--- src/rtl/run_len_pkg.sv ---
// run_len_pkg: shared types and helpers for run_len_detector.
//   state_t    - run tracker state (IDLE: no history, RUN: history valid)
//   MODE_*     - polarity-select encodings for the mode input (2'b11 acts as BOTH)
//   sat_inc    - increment that saturates at 2^width-1 instead of wrapping
package run_len_pkg;

  typedef enum logic {IDLE = 1'b0, RUN = 1'b1} state_t;

  localparam logic [1:0] MODE_BOTH  = 2'b00;
  localparam logic [1:0] MODE_ONES  = 2'b01;
  localparam logic [1:0] MODE_ZEROS = 2'b10;

  function automatic logic [31:0] sat_inc(input logic [31:0] value, input int unsigned width);
    logic [31:0] max_v;
    max_v = (32'd1 << width) - 32'd1;
    return (value >= max_v) ? max_v : value + 32'd1;
  endfunction

endpackage

--- src/rtl/run_len_detector_if.sv ---
// run_len_detector_if: sample/control inputs and status outputs of the run
// length detector, bundled as one interface.
//   master: drives cen, din, clr, mode, thr_x, thr_y; observes the outputs
//   slave : the detector side
interface run_len_detector_if #(parameter int CNT_W = 4);
  logic             cen;
  logic             din;
  logic             clr;
  logic [1:0]       mode;
  logic [CNT_W-1:0] thr_x;
  logic [CNT_W-1:0] thr_y;
  logic             doutx;
  logic             douty;
  logic             run_bit;
  logic [CNT_W-1:0] run_len;
  logic             run_end;
  logic [CNT_W-1:0] max_len;

  modport master (
    output cen, din, clr, mode, thr_x, thr_y,
    input  doutx, douty, run_bit, run_len, run_end, max_len
  );

  modport slave (
    input  cen, din, clr, mode, thr_x, thr_y,
    output doutx, douty, run_bit, run_len, run_end, max_len
  );
endinterface

--- src/rtl/run_len_flag.sv ---
// run_len_flag: one threshold flag. Registers (pol_ok && thr!=0 && new_len>=thr)
// on sampling cycles; the flag drops on non-sampling cycles, on clr and on reset.
//   clk, resetn (sync, active-low), clr, cen
//   new_len - run length being written this cycle
//   thr     - threshold, 0 disables the flag
//   pol_ok  - polarity gate for the new run bit
//   dout    - registered flag
module run_len_flag #(parameter int CNT_W = 4) (
  input  logic             clk,
  input  logic             resetn,
  input  logic             clr,
  input  logic             cen,
  input  logic [CNT_W-1:0] new_len,
  input  logic [CNT_W-1:0] thr,
  input  logic             pol_ok,
  output logic             dout
);

  always_ff @(posedge clk) begin
    if (!resetn || clr)
      dout <= 1'b0;
    else if (!cen)
      dout <= 1'b0;
    else
      dout <= pol_ok && (thr != '0) && (new_len >= thr);
  end

endmodule

--- src/rtl/run_len_detector.sv ---
// run_len_detector: tracks the length of the current run of identical sampled
// bits (saturating at 2^CNT_W-1) and flags runs reaching thresholds X and Y.
//   clk    - clock
//   resetn - synchronous, active-low reset (priority over clr)
//   bus    - run_len_detector_if.slave: cen/din/clr/mode/thr_x/thr_y in,
//            doutx/douty/run_bit/run_len/run_end/max_len out
// Optional statistics (run_end pulse, max_len) are built only when the macro
// RUN_LEN_STATS_EN is defined; otherwise both outputs are tied to 0.
module run_len_detector
  import run_len_pkg::*;
#(
  parameter int CNT_W = 4
) (
  input  logic                  clk,
  input  logic                  resetn,
  run_len_detector_if.slave     bus
);

  state_t           state_q, state_d;
  logic             run_bit_q, run_bit_d;
  logic [CNT_W-1:0] run_len_q, run_len_d;
  logic             pol_ok;

  always_ff @(posedge clk) begin
    if (!resetn) begin
      state_q   <= IDLE;
      run_bit_q <= 1'b0;
      run_len_q <= '0;
    end else begin
      state_q   <= state_d;
      run_bit_q <= run_bit_d;
      run_len_q <= run_len_d;
    end
  end

  // clr beats cen: the sample on a clr cycle is dropped. cen=0 holds
  // everything, so sampling gaps never break a run.
  always_comb begin
    state_d   = state_q;
    run_bit_d = run_bit_q;
    run_len_d = run_len_q;
    if (bus.clr) begin
      state_d   = IDLE;
      run_bit_d = 1'b0;
      run_len_d = '0;
    end else if (bus.cen) begin
      case (state_q)
        IDLE: begin
          state_d   = RUN;
          run_bit_d = bus.din;
          run_len_d = CNT_W'(1);
        end
        RUN: begin
          if (bus.din == run_bit_q) begin
            run_len_d = CNT_W'(sat_inc(32'(run_len_q), CNT_W));
          end else begin
            run_bit_d = bus.din;
            run_len_d = CNT_W'(1);
          end
        end
        default: state_d = IDLE;
      endcase
    end
  end

  // Polarity gate looks at the bit of the run being written, not the old one.
  always_comb begin
    case (bus.mode)
      MODE_ONES:  pol_ok = run_bit_d;
      MODE_ZEROS: pol_ok = ~run_bit_d;
      default:    pol_ok = 1'b1;
    endcase
  end

  logic [1:0][CNT_W-1:0] thr;
  logic [1:0]            flag;

  assign thr = {bus.thr_y, bus.thr_x};

  for (genvar i = 0; i < 2; i++) begin : g_flag
    run_len_flag #(.CNT_W(CNT_W)) u_flag (
      .clk     (clk),
      .resetn  (resetn),
      .clr     (bus.clr),
      .cen     (bus.cen),
      .new_len (run_len_d),
      .thr     (thr[i]),
      .pol_ok  (pol_ok),
      .dout    (flag[i])
    );
  end

  assign bus.doutx   = flag[0];
  assign bus.douty   = flag[1];
  assign bus.run_bit = run_bit_q;
  assign bus.run_len = run_len_q;

`ifdef RUN_LEN_STATS_EN
  logic             brk;
  logic             run_end_q;
  logic [CNT_W-1:0] max_len_q;

  // A break is an opposite bit sampled while a run exists; clr never counts.
  assign brk = (state_q == RUN) && bus.cen && !bus.clr && (bus.din != run_bit_q);

  always_ff @(posedge clk) begin
    if (!resetn) begin
      run_end_q <= 1'b0;
      max_len_q <= '0;
    end else begin
      run_end_q <= brk;
      if (brk && (run_len_q > max_len_q))
        max_len_q <= run_len_q;
    end
  end

  assign bus.run_end = run_end_q;
  assign bus.max_len = max_len_q;
`else
  assign bus.run_end = 1'b0;
  assign bus.max_len = '0;
`endif

endmodule

--- src/flat_wrapper.sv ---
// flat-port wrapper written by rule: the top's interface ports become plain ports
module run_len_detector_flat import run_len_pkg::*;
#(
  parameter int CNT_W = 4
)
  (clk, resetn, bus_cen, bus_din, bus_clr, bus_mode, bus_thr_x, bus_thr_y, bus_doutx, bus_douty, bus_run_bit, bus_run_len, bus_run_end, bus_max_len);
  run_len_detector_if #(.CNT_W(CNT_W)) bus_i ();
  input  logic clk;
  input  logic resetn;
  input wire logic [$bits(bus_i.cen)-1:0] bus_cen;
  input wire logic [$bits(bus_i.din)-1:0] bus_din;
  input wire logic [$bits(bus_i.clr)-1:0] bus_clr;
  input wire logic [$bits(bus_i.mode)-1:0] bus_mode;
  input wire logic [$bits(bus_i.thr_x)-1:0] bus_thr_x;
  input wire logic [$bits(bus_i.thr_y)-1:0] bus_thr_y;
  output wire logic [$bits(bus_i.doutx)-1:0] bus_doutx;
  output wire logic [$bits(bus_i.douty)-1:0] bus_douty;
  output wire logic [$bits(bus_i.run_bit)-1:0] bus_run_bit;
  output wire logic [$bits(bus_i.run_len)-1:0] bus_run_len;
  output wire logic [$bits(bus_i.run_end)-1:0] bus_run_end;
  output wire logic [$bits(bus_i.max_len)-1:0] bus_max_len;
  assign bus_i.cen = bus_cen;
  assign bus_i.din = bus_din;
  assign bus_i.clr = bus_clr;
  assign bus_i.mode = bus_mode;
  assign bus_i.thr_x = bus_thr_x;
  assign bus_i.thr_y = bus_thr_y;
  assign bus_doutx = bus_i.doutx;
  assign bus_douty = bus_i.douty;
  assign bus_run_bit = bus_i.run_bit;
  assign bus_run_len = bus_i.run_len;
  assign bus_run_end = bus_i.run_end;
  assign bus_max_len = bus_i.max_len;
  run_len_detector #(.CNT_W(CNT_W)) u_core (.clk(clk), .resetn(resetn), .bus(bus_i));
endmodule
--- config.mk ---
export PLATFORM = sky130hd
export DESIGN_NAME = run_len_detector_flat
export DESIGN_NICKNAME = d
export VERILOG_FILES = /design/src/rtl/run_len_pkg.sv /design/src/rtl/run_len_detector_if.sv /design/src/rtl/run_len_flag.sv /design/src/rtl/run_len_detector.sv /design/src/flat_wrapper.sv
export SDC_FILE = /design/constraint.sdc
export NUM_CORES = 1
export LEC_CHECK = 0
export BUFFER_PORTS_ARGS = -buffer_cell sky130_fd_sc_hd__buf_2
export CAP_MARGIN = 0
export CORE_UTILIZATION = 42
export DETAILED_ROUTE_END_ITERATION = 8
export PLACE_DENSITY = 0.78
export SYNTH_ARGS = -nofsm -noshare
export SYNTH_HDL_FRONTEND = slang
export SYNTH_SLANG_ARGS = --single-unit
--- constraint.sdc ---
create_clock -name clk -period 2.14 [get_ports clk]
set_clock_uncertainty 0.1 [all_clocks]
set_input_delay 0.321 -clock clk [delete_from_list [all_inputs] [get_ports clk]]
set_output_delay 0.321 -clock clk [all_outputs]
set_load 0.005 [all_outputs]
== Word-level counts from Yosys, hierarchy flattened ==
Cells that the tools add are included.
Storage, ports and cells
  register bits after elaboration: 8
  bits of input ports: 15
  logic and storage cells: 36
Cells by class
  $add $sub $neg: 1
  $lt $le $gt $ge: 3
  eq/ne operators: 3
  multiplexer cells: 10
  bitwise logic cells: 4
  reductions and logical operators: 10
Operators with widths (number)
  4-bit 2-to-1 mux: 4
  4-bit greater-or-equal comparator: 2
  4-bit one-hot mux with 2 select lines: 1
  4-bit nonzero test: 2
  4-bit by 1-bit adder with 4-bit output (second input constant): 1
  4-bit greater-or-equal comparator (second input constant): 1
  1-bit logical AND: 4
  1-bit inverter: 4
  1-bit one-hot mux with 2 select lines: 2
  2-bit OR reduction: 2
  1-bit 2-to-1 mux: 3
  2-bit by 1-bit == test with 1-bit output (second input constant): 1
  2-bit == test (second input constant): 1
  1-bit == test: 1
  1-bit logical NOT: 1
  1-bit logical OR: 1

== Depth between registers and ports, before layout ==
Gate-level depths: netlist of run 1.
  word-level depth: 9
  mapped depth: 9
  depth with buffers taken out: 9

== Hierarchy ==
Synthesis of run 1 repeated with hierarchy kept, for this count alone.
Second synthesis, totals
  cell total of the unflattened synthesis: 89
  area total of the unflattened synthesis: 710.7 µm²
Modules (own cells, without submodules)
  run_len_detector: times used 1, cells each 55, area an instance 447.9 µm², sequential area each 120.1 µm²
  run_len_flag: times used 2, cells each 17, area an instance 131.4 µm², sequential area each 20.0 µm²

== Worst setup path before layout of run 1 ==
No wires, ideal clock.
  path kind: register to register
  start: register u_core.run_bit_q, in the netlist u_core.bus.run_bit
  end: register u_core.g_flag[0].u_flag.dout
  setup time: 0.138 ns
  arrival: 2.016 ns
  setup slack: -0.114 ns
  stages on the path, launching flop included: 10
  path buffers: 0
  period minus slack after synthesis: 2.254 ns
  cell sequence: dfxtp_1 > inv_1 > ha_1 > and3_1 > a31oi_1 > nand2b_1 > ha_1 > nand2b_1 > a2111oi_0 > a2111oi_1
On the way
  cells in the longest elaborated chain, start to end: 9
  elaborated cells between the ends (all ways): 14
  classes of those cells: order compare: 1; eq/ne: 1; mux: 9; bitwise: 1; reduce/logical: 2
Ends and longest elaborated chain
  start: declaration: RTL line run_len_detector.sv:20  | logic run_bit_q, run_bit_d;
  start signal: assignment: RTL line run_len_detector.sv:31  | run_bit_q <= run_bit_d;
  parallel branches: the longest is 8 deep, another holds 4-bit greater-or-equal comparator
  1-bit logical AND *: RTL line run_len_flag.sv:25  | dout <= pol_ok && (thr != '0) && (new_len >= thr);
  end signal: assignment: RTL line run_len_flag.sv:25
  end: declaration: RTL line run_len_flag.sv:16  | output logic dout
Every way passes the cells marked *.
A chain may end at the register's enable or synchronous reset.

== Worst setup path in the final report of run 1 ==
  start: register u_core.run_bit_q, in the netlist u_core.bus.run_bit
  end: register u_core.g_flag[1].u_flag.dout
On the way
  elaborated cells between the ends (all ways): 14
  classes of those cells: order compare: 1; eq/ne: 1; mux: 9; bitwise: 1; reduce/logical: 2
RTL lines
  1-bit == test: RTL line run_len_detector.sv:54  | if (bus.din == run_bit_q) begin
  4-bit 2-to-1 mux: RTL line run_len_detector.sv:54
  4-bit one-hot mux with 2 select lines: RTL line run_len_detector.sv:47  | case (state_q)
  4-bit 2-to-1 mux: RTL line run_len_detector.sv:46  | end else if (bus.cen) begin
  4-bit 2-to-1 mux: RTL line run_len_detector.sv:42  | if (bus.clr) begin
  via u_core.g_flag[0].u_flag.new_len[3]: RTL line run_len_flag.sv:13  | input logic [CNT_W-1:0] new_len,
  4-bit greater-or-equal comparator: RTL line run_len_flag.sv:25
  1-bit logical AND: RTL line run_len_flag.sv:25
  end signal: assignment: RTL line run_len_flag.sv:25
  end: declaration: RTL line run_len_flag.sv:16
The timed path passes the listed nets, and every way through them passes these cells.

==> impl_metrics.env, run 1 <==
export IMPL_antenna_found_initial=0
export IMPL_cts_buffers=3
export IMPL_worstSetupPathType="reg -> reg"
export IMPL_startpoint_type="register"
export IMPL_area_growth_pct=45.9
export IMPL_path_common_cell="ha_4"
export IMPL_worstPathArrival_ns=2.19
export IMPL_setup_ws_ns=-0.00567
export IMPL_endpoint_kind="register"
export IMPL_drc=0
export IMPL_num_vias=745
export IMPL_yosysTopAreaCell="ha_1"
export IMPL_fin_cells=131
export IMPL_place_inst=126
export IMPL_critPathMaxFanout=3
export IMPL_clk_pin_slew_ns=0.06
export IMPL_min_period_ns=2.15
export IMPL_grt_pass1_vias=659
export IMPL_fp_dieW_um=42.5
export IMPL_layout_drive_gt1_share_pct=44.3
export IMPL_required_ns=2.18
export IMPL_ios=27
export IMPL_yosysWarnings=0
export IMPL_yosysSeqAreaShare_pct=23.2
export IMPL_worst_path_max_delay_cell="a2111oi_1"
export IMPL_final_net_count=145
export IMPL_fill_cells=124
export IMPL_crit_buf_inv=2
export IMPL_cts_root_buffer="clkbuf_4"
export IMPL_ys_seq_elements=8
export IMPL_first_iter_violations=27
export IMPL_rrSetupSlack_ns=-0.006
export IMPL_core_area_um2=1520
export IMPL_gp_congestion=0.817
export IMPL_cts_sinks=8
export IMPL_whs_ns=0.292
export IMPL_crit_cells=9
export IMPL_wl_um=1900
export IMPL_syn_avg_cell_area_um2=8.31
export IMPL_syn_inst=83
export IMPL_ir_worst_vdd_mv=0.249
export IMPL_violations="negative setup slack"
export IMPL_crit_end="u_core.g_flag[1].u_flag.dout"
export IMPL_maxCapViolations=0
export IMPL_yosys_cell_types_count=27
export IMPL_grt_overflow=0
export IMPL_insertion_delay_ns=0.26
export IMPL_power_leakage_uw=0.000478
export IMPL_worst_path_largest_cell_delay_ns=0.38
export IMPL_clock_path_buffers=2
export IMPL_htreeDepth=1
export IMPL_max_freq_ghz=0.466
export IMPL_io_buffers=21
export IMPL_cp_cell_sequence="inv_2 > ha_4 > and3_4 > a21oi_2 > nor4_2 > buf_4 > ha_4 > a2111oi_2 > a2111oi_1"
export IMPL_diodes=0
export IMPL_status="complete, but fails checks"
export IMPL_synth_area_top_cells="ha_1 24%, dfxtp_1 23%, buf_4 5.4%, inv_1 5.4%, nor2_1 4.9%"
export IMPL_synth_cell_area_um2=689
export IMPL_crit_family="simple AND/OR/NAND/NOR gates"
export IMPL_fin_util_pct=66.0
export IMPL_initial_core_util_pct=45.2
export IMPL_timing_final_crit_share_pct=100
export IMPL_ctsHoldBuffers=0
export IMPL_p_per_area_nw_per_um2=371
export IMPL_startpoint="u_core.bus.run_bit"
export IMPL_rows=14
export IMPL_die_area_um2=1810
export IMPL_maxSlewViolCount=0
export IMPL_detailed_place_hpwl_um=1260
export IMPL_place_ws_ns=-0.177
export IMPL_via_per_inst=5.69
export IMPL_synth_top_area_share_pct=23.6
export IMPL_ant_nets=0
export IMPL_dr_pass1_iters=4
export IMPL_grt_max_degree=9
export IMPL_fp_dieH_um=42.5
export IMPL_grt_pass1_wl_um=2800
export IMPL_rsz0062_at_grt="yes"
export IMPL_hold_class="in -> reg"
export IMPL_hold_violations=0
export IMPL_timing_rr_end="u_core.g_flag[1].u_flag.dout"
export IMPL_cts_tree="built"
export IMPL_r2r_start="u_core.bus.run_bit"
export IMPL_setup_viol=1
export IMPL_grt_total_usage_pct=20.8
export IMPL_wl_per_cell_um=14.5
export IMPL_ff2ff_path_depth=9
-- layout by cell type, fill, tap and decap left out, types with 2 or more instances in the layout --
cell type,instances
nor4_1,3
o21a_1,2
conb_1,5
clkbuf_4,3
a2111oi_2,2
ha_4,3
nand3_1,2
ha_1,9
nor2_1,8
inv_1,9
buf_4,9
buf_2,21
a31oi_1,2
nand2b_1,2
nand2b_4,2
dfxtp_1,7
nor3_1,3
nor2b_1,2
-- timing repair --
item | in CTS | in global routing
setup buffers | 1 | 1
endpoints found under the setup margin | 2 | 2
pin swaps | 7 | 4
gates resized for setup | 13 | 4
-- report_power, final --
part / leakage (uW) / internal, uW / switching (uW)
Combinational: 0.000398 / 49.5 / 48.5
Sequential: 0.0000653 / 152 / 2.09
Clock: 0.0000138 / 64.5 / 56.4
Total: 0.000478 / 266 / 107
-- synth_stat cells, drive strengths merged --
cell     instances
ha              13
inv             10
nor2             9
dfxtp            8
buf              5
nand2b           5
a2111oi          4
nor4             4
a31oi            3
nor3             3
a21oi            2
nand3            2
nor2b            2
o21a             2
a22oi            1
a31o             1
and3             1
and3b            1
conb             1
nand2            1
nand3b           1
nor3b            1
o221ai           1
o31ai            1
or4b             1
-- metal layers --
| layer | part of all wire (%) | vias to the layer above | wire length [um] | track usage (%) |
|---|---|---|---|---|
| met2 | 51 | 39 | 968 | 36.3 |
| met1 | 41 | 342 | 779 | 24.3 |
| li1 | - | 360 | - | - |
| met5 | 0 | - | 0 | 0 |
| met3 | 6.9 | 4 | 131 | 4.31 |
| met4 | 1.1 | 0 | 21 | 8.75 |
-- registers in the layout (all words and copies together), names as in the netlist --
signal	flops
u_core.state_q	1
u_core.g_flag.u_flag.dout	2
u_core.bus.run_bit	1
u_core.bus.run_len	4
-- layout make-up --
cell class                 instances  area (um^2)  share of cell area, %
clock buffer                       3         22.5                   2.24
inverter                          10         37.5                   3.73
multi-input combinational         64          592                   58.8
sequential                         8          161                   16.0
tap                               16         20.0                   1.99
timing repair buffer              30          173                   17.2
-- metrics by stage --
stage          cell area (um^2)  setup TNS [ns]  power, uW
3_3_place_gp                863          -0.356        230
3_5_place_dp                863          -0.323        232
5_1_grt                    1010         -0.0674        394
2_1_floorplan               723               0        206
6_report                   1010        -0.00567        373
4_1_cts                     976       -0.000921        366
-- logic make-up after synthesis --
family / share of synthesized area (%)
and+or+nand+nor: 25.2
AOI/OAI and AO/OA: 16.5
buffers and inverters: 10.9
adders and majority gates: 23.6
DFF: 23.2
other: 0.544
-- tightest hold or removal path, stage by stage --
cell and delay [ns]:
buf_2 0.14, nor2_1 0.10, nor2_1 0.05
-- how the worst min path moves through the flow --
stage                         from        endpoint  slack, ns  cells past startpoint
floorplan                  bus_cen  u_core.state_q       0.34                      2
global placement    u_core.state_q  u_core.state_q       0.42                      2
detailed placement  u_core.state_q  u_core.state_q       0.43                      2
CTS                        bus_cen  u_core.state_q       0.28                      3
global route               bus_cen  u_core.state_q       0.33                      3
finish                     bus_cen  u_core.state_q       0.29                      3
(Power assumes the default switching activity.)
==> run 2, diff against run 1 <==
--- a/config.mk
+++ b/config.mk
@@ -10,6 +10,7 @@
 export CORE_UTILIZATION = 42
 export DETAILED_ROUTE_END_ITERATION = 8
 export PLACE_DENSITY = 0.78
+export SETUP_SLACK_MARGIN = 0.5
 export SYNTH_ARGS = -nofsm -noshare
 export SYNTH_HDL_FRONTEND = slang
 export SYNTH_SLANG_ARGS = --single-unit
==> run 2 against run 1 <==
The flow now finishes without violations. Non-clock buffer count shrank 2. Combinational power grew 12%. Worst hold slack lost 0.0053 ns. Sequential power is essentially flat. Core utilization grew 1.4 points.
==> impl_metrics.env, run 2 (synthesis results as in run 1) <==
export IMPL_ios=27
export IMPL_insertion_delay_ns=0.27
export IMPL_cts_sinks=8
export IMPL_grt_max_degree=9
export IMPL_endpoint_kind="register"
export IMPL_layout_drive_gt1_share_pct=48.7
export IMPL_register_area_um2=163
export IMPL_clock_path_buffers=2
export IMPL_rrSetupSlack_ns=0.03
export IMPL_grt_overflow=0
export IMPL_dpl_cell_area_um2=896
export IMPL_ir_worst_vdd_mv=0.245
export IMPL_initial_core_util_pct=45.2
export IMPL_drc=0
export IMPL_r2r_start="u_core.bus.run_bit"
export IMPL_area_growth_pct=49.0
export IMPL_max_freq_ghz=0.473
export IMPL_cts_tree="built"
export IMPL_fill_cells=116
export IMPL_hold_violations=0
export IMPL_grt_total_usage_pct=26.5
export IMPL_grt_pass1_wl_um=3380
export IMPL_p_per_area_nw_per_um2=382
export IMPL_min_period_ns=2.11
export IMPL_whs_ns=0.287
export IMPL_place_inst=125
export IMPL_diodes=0
export IMPL_timing_rr_end="u_core.g_flag[0].u_flag.dout"
export IMPL_critPathMaxFanout=3
export IMPL_setup_viol=0
export IMPL_multi_input_area_um2=627
export IMPL_worstSetupPathType="reg -> reg"
export IMPL_dr_pass1_iters=4
export IMPL_worst_path_max_delay_cell="dfxtp_2"
export IMPL_cp_cell_sequence="inv_2 > ha_4 > and3_4 > a31oi_4 > nand2b_1 > ha_1 > nand2b_4 > a2111oi_4 > a2111oi_2"
export IMPL_cts_root_buffer="clkbuf_4"
export IMPL_use_met3_pct=4.31
export IMPL_final_cell_mix="21 x buf_2, 9 x inv_1, 9 x ha_1"
export IMPL_worstHoldPathCells=3
export IMPL_fin_util_pct=67.4
export IMPL_core_area_um2=1520
export IMPL_required_ns=2.19
export IMPL_ctsHoldBuffers=0
export IMPL_startpoint_type="register"
export IMPL_clk_pin_slew_ns=0.06
export IMPL_place_ws_ns=-0.208
export IMPL_rsz0062_at_grt="yes"
export IMPL_detailed_place_hpwl_um=1430
export IMPL_maxCapViolations=0
export IMPL_fp_dieH_um=42.5
export IMPL_largest_register_ffs=4
export IMPL_finish_instance_area_um2=1030
export IMPL_antenna_found_initial=0
export IMPL_setup_ws_ns=0.0269
export IMPL_whs_endpoint="u_core.state_q"
export IMPL_num_vias=772
export IMPL_grtUsageMet1_pct=27.6
export IMPL_grt_pass1_vias=707
export IMPL_status="finished, final reports clean"
export IMPL_grt_busiest_layer="met2"
export IMPL_die_area_um2=1810
export IMPL_maxSlewViolCount=0
export IMPL_cts_buffers=3
export IMPL_timing_final_crit_share_pct=98.7
export IMPL_htreeDepth=1
export IMPL_min_from="bus_cen"
export IMPL_worst_path_largest_cell_delay_ns=0.33
export IMPL_final_net_count=143
export IMPL_io_buffers=21
export IMPL_ff2ff_path_depth=9
export IMPL_wl_um=2170
export IMPL_ant_nets=0
export IMPL_power_leakage_uw=0.000469
export IMPL_gp_congestion=0.833
export IMPL_rows=14
export IMPL_wl_per_cell_um=16.8
export IMPL_fin_cells=129
export IMPL_via_per_inst=5.98
export IMPL_final_common_cell="buf_2"
export IMPL_grt_util_met2_pct=49.2
export IMPL_first_iter_violations=19
export IMPL_hold_class="in -> reg"
export IMPL_fp_dieW_um=42.5
export IMPL_worstPathArrival_ns=2.16
[run 2: worst max path at each step]
| stage | end | depth (start not counted) | from |
|---|---|---|---|
| 4_1_cts | u_core.g_flag[0].u_flag.dout | 9 | u_core.bus.run_bit |
| 2_1_floorplan | u_core.g_flag[0].u_flag.dout | 9 | u_core.bus.run_bit |
| 3_5_place_dp | u_core.g_flag[0].u_flag.dout | 8 | bus_din |
| 6_report | u_core.g_flag[0].u_flag.dout | 9 | u_core.bus.run_bit |
| 3_3_place_gp | u_core.g_flag[0].u_flag.dout | 8 | bus_din |
| 5_1_grt | u_core.g_flag[0].u_flag.dout | 9 | u_core.bus.run_bit |
[run 2: per-stage QoR]
step | total power (uW) | setup TNS (ns)
after floorplan | 218 | 0
after global placement | 243 | -0.343
after detailed placement | 249 | -0.389
after CTS | 381 | 0
after global routing | 405 | -0.0959
final | 392 | 0
[run 2: what timing repair did]
action | in CTS | in global routing
setup endpoints to repair | 2 | 2
resized for setup | 14 | 6
pin swaps | 7 | 3
buffers inserted | 1 | 0
[run 2: metal layers]
| layer | vias to the layer above | wire length (um) |
|---|---|---|
| li1 | 352 | - |
| met1 | 368 | 820 |
| met2 | 40 | 1160 |
| met3 | 12 | 110 |
| met4 | 0 | 84 |
| met5 | - | 0 |
[run 2: power by group]
group | total, uW | internal [uW] | switching, uW
logic | 110 | 54.3 | 56.1
registers | 155 | 152 | 2.48
clock network | 127 | 64.9 | 62.2
[run 2: cell type report]
class / instances / share of cell area, %
Inverter: 10 / 3.65
Tap cell: 16 / 1.95
Clock buffer: 3 / 2.19
Multi-Input combinational cell: 64 / 61.0
Timing Repair Buffer: 28 / 15.3
Sequential cell: 8 / 15.8
[run 2: critical path: cells and delay by family (launching register included)]
family                     cells  cell delay [ns]
AOI/OAI and AO/OA              3             0.54
adders and majority gates      2             0.52
and+or+nand+nor                3             0.46
buffers and inverters          1             0.04
DFF                            1             0.33
==> run 3, diff against run 2 <==
--- a/config.mk
+++ b/config.mk
@@ -7,9 +7,10 @@
 export LEC_CHECK = 0
 export BUFFER_PORTS_ARGS = -buffer_cell sky130_fd_sc_hd__buf_2
 export CAP_MARGIN = 0
+export CORE_ASPECT_RATIO = 1.25
 export CORE_UTILIZATION = 42
 export DETAILED_ROUTE_END_ITERATION = 8
-export PLACE_DENSITY = 0.78
+export PLACE_DENSITY = 0.8
 export SETUP_SLACK_MARGIN = 0.5
 export SYNTH_ARGS = -nofsm -noshare
 export SYNTH_HDL_FRONTEND = slang
==> run 3 against run 2 <==
Worst hold slack got worse by 0.00059 ns. Critical path type unchanged. Highest routed layer unchanged. Sequential share of layout area increased by 0.29 points. Global-route usage decreased by 5.9 points. Die area about the same. Setup slack improved by 0.0099 ns. Register-to-register slack about the same.
==> impl_metrics.env, run 3 (synthesis results as in run 1) <==
export IMPL_endpoint_kind="register"
export IMPL_final_common_cell="buf_2"
export IMPL_gp_congestion=0.792
export IMPL_critPathMaxFanout=3
export IMPL_insertion_delay_ns=0.27
export IMPL_drc=0
export IMPL_largest_register_ffs=4
export IMPL_grt_pass1_wl_um=2620
export IMPL_required_ns=2.18
export IMPL_max_freq_ghz=0.475
export IMPL_ant_nets=0
export IMPL_hold_violations=0
export IMPL_maxSlewViolCount=0
export IMPL_diodes=0
export IMPL_worstSetupPathType="reg -> reg"
export IMPL_wl_per_cell_um=12.4
export IMPL_layout_drive_gt1_share_pct=41.1
export IMPL_worst_path_max_delay_cell="dfxtp_2"
export IMPL_multi_input_area_um2=607
export IMPL_die_area_um2=1810
export IMPL_min_period_ns=2.10
export IMPL_grt_max_degree=9
export IMPL_clk_pin_slew_ns=0.06
export IMPL_register_area_um2=161
export IMPL_ir_worst_vdd_mv=0.261
export IMPL_ios=27
export IMPL_final_cell_mix="21 x buf_2, 10 x ha_1, 9 x inv_1, 9 x nor2_1, 7 x dfxtp_1"
export IMPL_grt_pass1_vias=672
export IMPL_num_vias=703
export IMPL_total_power_uw=374
export IMPL_fp_dieW_um=38.2
export IMPL_crit_buf_inv=1
export IMPL_initial_core_util_pct=44.7
export IMPL_maxCapViolations=0
export IMPL_startpoint_type="register"
export IMPL_cts_buffers=3
export IMPL_antenna_found_initial=0
export IMPL_rsz0062_at_grt="yes"
export IMPL_hold_class="in -> reg"
export IMPL_clock_path_buffers=2
export IMPL_setup_viol=0
export IMPL_timing_final_crit_share_pct=98.3
export IMPL_io_buffers=21
export IMPL_area_growth_pct=45.2
export IMPL_dr_pass1_iters=4
export IMPL_rows=16
export IMPL_fill_cells=140
export IMPL_wl_um=1610
export IMPL_htreeDepth=1
export IMPL_ctsHoldBuffers=0
export IMPL_grt_overflow=0
export IMPL_cts_tree="built"
export IMPL_final_net_count=142
export IMPL_whs_ns=0.287
export IMPL_worstPathArrival_ns=2.14
export IMPL_cp_cell_sequence="inv_2 > ha_4 > and3_4 > a31oi_4 > nand2b_1 > ha_1 > nand2b_4 > a2111oi_4 > a2111oi_2"
export IMPL_power_leakage_uw=0.000468
export IMPL_p_per_area_nw_per_um2=374
export IMPL_grt_total_usage_pct=20.6
export IMPL_status="finished, final reports clean"
export IMPL_worst_path_largest_cell_delay_ns=0.34
export IMPL_fp_dieH_um=47.3
export IMPL_postCtsSetupBuffers=0
export IMPL_detailed_place_hpwl_um=1310
export IMPL_crit_family="compound AO/OA/AOI/OAI gates"
export IMPL_cts_sinks=8
export IMPL_cts_root_buffer="clkbuf_4"
export IMPL_via_per_inst=5.41
export IMPL_first_iter_violations=9
export IMPL_core_area_um2=1540
==> run 3: cell count changes in the layout (fill, tap and decap cells not counted), sizes merged <==
cell | before | now
buf | 28 | 27
==> run 3: what timing repair did <==
item                                   4_1_cts  5_1_grt
setup endpoints to repair                    2        2
resized for setup                           11        2
endpoints found under the hold margin        0        0
pin swaps                                    3        2
==> run 3: through the flow <==
step,util (%),instances,setup WS [ns],setup TNS (ns),instance area [um^2]
floorplan,-,87,0.0588,0,763
global placement,58.3,127,-0.144,-0.247,898
detailed placement,58.3,127,-0.117,-0.233,898
CTS,64.0,130,0.0421,0,987
global route,64.9,130,-0.0451,-0.0710,1000
finish,64.9,130,0.0368,0,1000
==> run 3: final cells by class <==
type,count,area share (%)
multi-input cells,64,60.6
inverters,10,3.75
clock buffers,3,2.25
well taps,18,2.25
repair buffers,27,15.0
flip-flops and latches,8,16.1
==> run 3: path summary, 6_finish.rpt <==
kind	from	to	slack, ns	depth (start not counted)
max	u_core.bus.run_bit	u_core.g_flag[0].u_flag.dout	0.04	9
min	bus_cen	u_core.state_q	0.29	3
max reg2reg	u_core.bus.run_bit	u_core.g_flag[0].u_flag.dout	0.04	9
min reg2reg	u_core.state_q	u_core.state_q	0.44	2
==> run 3: power by group <==
part	switching, uW	internal (uW)	total (uW)
clock network	58.8	64.7	124
registers	2.08	152	154
logic	47.1	49.6	96.6
==> run 3: layer usage <==
metal	share of wire [%]	global-route usage [%]	vias to the layer above
li1	-	-	354
met1	41	23.4	326
met2	54	36.9	21
met3	3.5	4.27	2
met4	1.4	8.57	0
met5	0	0	-
==> run 3: worst register-to-register path, cell delays in order (launching register included) <==
cell and delay [ns]:
dfxtp_2 0.34, inv_2 0.04, ha_4 0.20, and3_4 0.19, a31oi_4 0.19, nand2b_1 0.10, ha_1 0.28, nand2b_4 0.15
a2111oi_4 0.29, a2111oi_2 0.09
